## config.mk

```make
export PLATFORM = sky130hd
export DESIGN_NAME = ascii_to_binary
export DESIGN_NICKNAME = d
export VERILOG_FILES = /design/src/rtl/ascii_to_binary.sv
export SDC_FILE = /design/constraint.sdc
export NUM_CORES = 1
export LEC_CHECK = 0
export ABC_AREA = 0
export CAP_MARGIN = 25
export CORE_ASPECT_RATIO = 0.5
export CORE_MARGIN = 1.5
export CORE_UTILIZATION = 55
export DETAILED_ROUTE_END_ITERATION = 10
export PLACE_DENSITY = 0.81
export SLEW_MARGIN = 10
export SYNTH_ARGS = -nofsm -noshare
export SYNTH_HDL_FRONTEND = slang
export SYNTH_SLANG_ARGS = --single-unit
export TNS_END_PERCENT = 10
```

## constraint.sdc

```tcl
create_clock -name clk -period 3.1 [get_ports clk]
set_input_delay 0.62 -clock clk [delete_from_list [all_inputs] [get_ports clk]]
set_output_delay 0.62 -clock clk [all_outputs]
set_load 0.01 [all_outputs]
```

## src/rtl/ascii_to_binary.sv

```systemverilog
// ascii_to_binary: assembles a stream of ASCII '0'/'1' characters into a binary word.
// The first digit received is the MSB; CR/LF terminates a word and BS deletes the last digit.
module ascii_to_binary #(
    parameter int WIDTH = 32,
    parameter int CW    = $clog2(WIDTH + 1)
) (
    input  logic             clk,
    input  logic             rst_n,
    input  logic [6:0]       char_in,
    input  logic             char_valid,
    output logic             char_ready,
    output logic [WIDTH-1:0] word_out,
    output logic             word_valid,
    input  logic             word_ready,
    output logic [CW-1:0]    count,
    output logic             err
);

    typedef enum logic {
        COLLECT,
        OUTPUT
    } state_t;

    localparam logic [CW-1:0] FULL = CW'(WIDTH);

    state_t           state;
    state_t           state_n;
    logic [WIDTH-1:0] shift;
    logic [WIDTH-1:0] shift_n;
    logic [WIDTH-1:0] word_n;
    logic [CW-1:0]    count_n;
    logic             err_n;
    logic             take;
    logic             is_digit;
    logic             is_term;
    logic             is_bs;

    assign char_ready = (state == COLLECT);
    assign word_valid = (state == OUTPUT);
    assign take       = char_valid && char_ready;
    assign is_digit   = (char_in == 7'd48) || (char_in == 7'd49);
    assign is_term    = (char_in == 7'd10) || (char_in == 7'd13);
    assign is_bs      = (char_in == 7'd8);

    // State, shift register, word and error pulse registers
    always_ff @(posedge clk or negedge rst_n) begin
        if (!rst_n) begin
            state    <= COLLECT;
            shift    <= '0;
            count    <= '0;
            word_out <= '0;
            err      <= 1'b0;
        end else begin
            state    <= state_n;
            shift    <= shift_n;
            count    <= count_n;
            word_out <= word_n;
            err      <= err_n;
        end
    end

    // Character decode and next-state logic; every path defaults to hold
    always_comb begin
        state_n = state;
        shift_n = shift;
        count_n = count;
        word_n  = word_out;
        err_n   = 1'b0;
        unique case (state)
            COLLECT: begin
                if (take) begin
                    unique case (1'b1)
                        is_digit: begin
                            if (count < FULL) begin
                                shift_n = {shift[WIDTH-2:0], char_in[0]};
                                count_n = count + CW'(1);
                            end else begin
                                err_n = 1'b1;
                            end
                        end
                        is_term: begin
                            if (count != '0) begin
                                word_n  = shift;
                                state_n = OUTPUT;
                            end
                        end
                        is_bs: begin
                            if (count != '0) begin
                                shift_n = shift >> 1;
                                count_n = count - CW'(1);
                            end
                        end
                        default: err_n = 1'b1;
                    endcase
                end
            end
            OUTPUT: begin
                if (word_ready) begin
                    shift_n = '0;
                    count_n = '0;
                    state_n = COLLECT;
                end
            end
            default: state_n = COLLECT;
        endcase
    end

endmodule

```

==> impl_results.md <==
- Area added between synthesis and finish: 33.1%
- Layout cells sized above 1: 21.6%
- CP endpoint kind: flop
- H-tree Lvls: 3
- Avg Cell Area, Syn: 11.4 um^2
- Rows: 19
- Nets: 375
- TritonCTS Buffers: 9
- WP data arrival: 3170 ps
- Final setup vio count: 0
- Worst min path class: input port to async pin
- Grt ovf: 0
- Synth warnings: 0
- Post-synth EDFFs: 0
- Detail Route Antenna Nets: 0
- CTS clk-pin slew, worst paths: 60 ps
- Vias in the first global route: 2583
- Total Routing Usage GR: 25.6%
- Synthesized flop and latch total: 72
- Max-cap violations: 0
- Hold Vio Cnt, Final: 0
- Vias per cell: 5.73
- DP HPWL: 5.11 mm
- Multi-input gate area: 0.00144 mm^2
- CP Class: input port to flop
- Tmin final: 2900 ps
- Die H: 57.8 um
- Drc violations: 0
- Initial antenna violation count: 0
- First-pass GRT wire length: 12.6 mm
- Number of I/O port buffers: 51
- Final Instance Area: 0.00440 mm^2
- Synth cell types: 41
- Die area: 0.00651 mm^2
- N_diodes: 0
- Die W: 113 um
- Router iterations before antenna repair: 4
- Crit-path max FO: 4
- Post-CTS Setup Bufs: 0
- Pins Over Slew Limit: 0
- Met3 global-route usage: 7.43%
- CTS sink cnt: 72
- GRT met1 Usage: 33.1%
- Clock Root Buffer: clkbuf_16
- PD cells: 513 mW/mm^2
- Fillers: 370
- Wire per inst: 16.8 um
- Synth Cell Area: 0.00330 mm^2
- Core box area: 0.00563 mm^2
- Hold-fix buffers, CTS: 0
- Post-synthesis sequential area ratio: 54.5%
- Initial DRC count: 174
- CTS tree: built
- Utilization after layout: 78.0%
- Longest Clk Path Bufs: 2
- Tightest Pin Transition: 767 ps
- FF/Latch Area: 0.00180 mm^2
- Reg2Reg Launch Point: count[3]
- Dpl cell area: 0.00406 mm^2
- Global Route met2 Usage: 42.8%
- Worst-Skew Late Latency: 330 ps
- Total Routed Length: 7.39 mm
- Period utilization: 93.7%
- Clock skew: 3.74 ps
- IO Pins: 52
- Pin count of the biggest net entering global routing: 41
- Worst Path Required: 3370 ps
- Peak supply drop: 0.000374 V
- Worst r2r path cells: 6
- Via Count: 2514
- Post_cts resized: 0
- Status: complete, no violations
- Async SR Flop Fraction: 100%
- Worst r2r dst: count[5]
- Main flop type after synthesis: dfrtp_1
- GPL Wtd Cong: 0.880
- R2R Setup Slk: 1030 ps
- Pleak: 2.17 nW
- Max frequency: 344 MHz
- Slew headroom: 48.9%
- Synth Instances: 290
- GRT busiest layer: met2
- Starting density of the core: 58.6%
- Syn_nets: 304
- Startpoint types: input port
- RSZ-0062 raised after global routing: false
==> sequential cells by signal, indices dropped and copies added (netlist names) <==
name and flops:
shift 32, word_out 32, count 6, err 1, word_valid 1
==> synthesized netlist by cell type (2+ instances only) <==
cell type	n	share of area, %
o21ai_0	24	3.6
clkbuf_1	12	1.4
mux2i_1	30	9.1
dfrtp_1	72	55
nor2_1	6	0.68
nand3_1	3	0.45
xnor2_1	2	0.53
buf_1	3	0.34
nand4_1	2	0.38
or3_1	2	0.38
a21oi_1	4	0.61
mux2_2	32	11
nor3_1	4	0.61
inv_1	6	0.68
nand2_1	45	5.1
ha_1	3	1.1
a21o_1	2	0.45
o31ai_1	15	3.4
==> layer usage <==
layer | vias to the layer above | part of all wire, %
met5 | - | 0
met4 | 0 | 1.2
met3 | 11 | 4.8
met2 | 74 | 50
met1 | 1245 | 44
li1 | 1184 | -
==> through the flow <==
stage	worst slack [ps]	power (mW)	cells	TNS [ps]	hold slack (ps)
floorplan	40.8	1.03	290	0	324
global placement	-85.4	1.11	423	-111	487
detailed placement	-148	1.11	423	-208	493
CTS	195	2.28	439	0	379
global route	51.0	2.33	439	0	426
finish	195	2.26	439	0	363
==> layout make-up <==
cell class                      count  share of cell area (%)
Clock buffer                       10                    5.21
Clock inverter                      6                    2.45
Multi-Input combinational cell    196                    32.7
Sequential cell                    72                    41.0
Tap cell                           73                    2.08
Timing Repair Buffer               76                    16.1
Inverter                            6                   0.512
==> critical path, stage by stage <==
cell and delay, ps:
clkdlybuf4s50_1 450, nor4b_2 280, buf_4 170, nand2_2 70
inv_1 90, ha_1 240, or2_2 290, a2111oi_0 400
a211oi_1 120, a311o_1 360, nand3_1 70
==> placed cells by master, fill, tap and decap left out, drive strengths merged, types with 3 or more instances in the layout <==
cell type      count
o31ai             15
clkdlybuf4s50     50
bufinv             3
nor3               4
buf               26
nor2               6
inv                6
or4                3
mux2              32
dfrtp             72
a21oi              4
nand3              3
o21ai             25
clkbuf            10
mux2i             30
ha                 3
nand2             45
==> how the worst max path moves through the flow <==
stage | start | end | slack (ps) | cells past startpoint
finish | char_in[6] | count[5] | 200 | 11
global route | char_in[6] | count[5] | 50 | 11
CTS | char_in[6] | count[5] | 190 | 11
detailed placement | char_in[6] | count[5] | -150 | 11
global placement | char_in[6] | count[5] | -90 | 11
floorplan | char_in[6] | count[2] | 40 | 9
==> power breakdown <==
| part | total, mW | leakage (nW) | switching [mW] | internal, mW |
|---|---|---|---|---|
| clock | 1.16 | 0.162 | 0.379 | 0.782 |
| sequential | 0.969 | 0.996 | 0.0166 | 0.953 |
| combinational | 0.125 | 1.01 | 0.0667 | 0.0585 |
| total | 2.26 | 2.17 | 0.463 | 1.79 |
==> cell families (layout without fill, tap and decap cells) <==
logic type | Yosys count | count (layout) | synth area share, %
buffers and inverters | 22 | 98 | 2.54
AO/OA/AOI/OAI | 55 | 55 | 10.7
AND/OR/NAND/NOR | 73 | 73 | 10.3
XOR/XNOR | 3 | 3 | 0.795
multiplexers | 62 | 62 | 20.0
flip-flops | 72 | 72 | 54.5
adder cells (fa/ha/maj) | 3 | 3 | 1.14
Note: power is estimated with default switching activity, not from simulation.
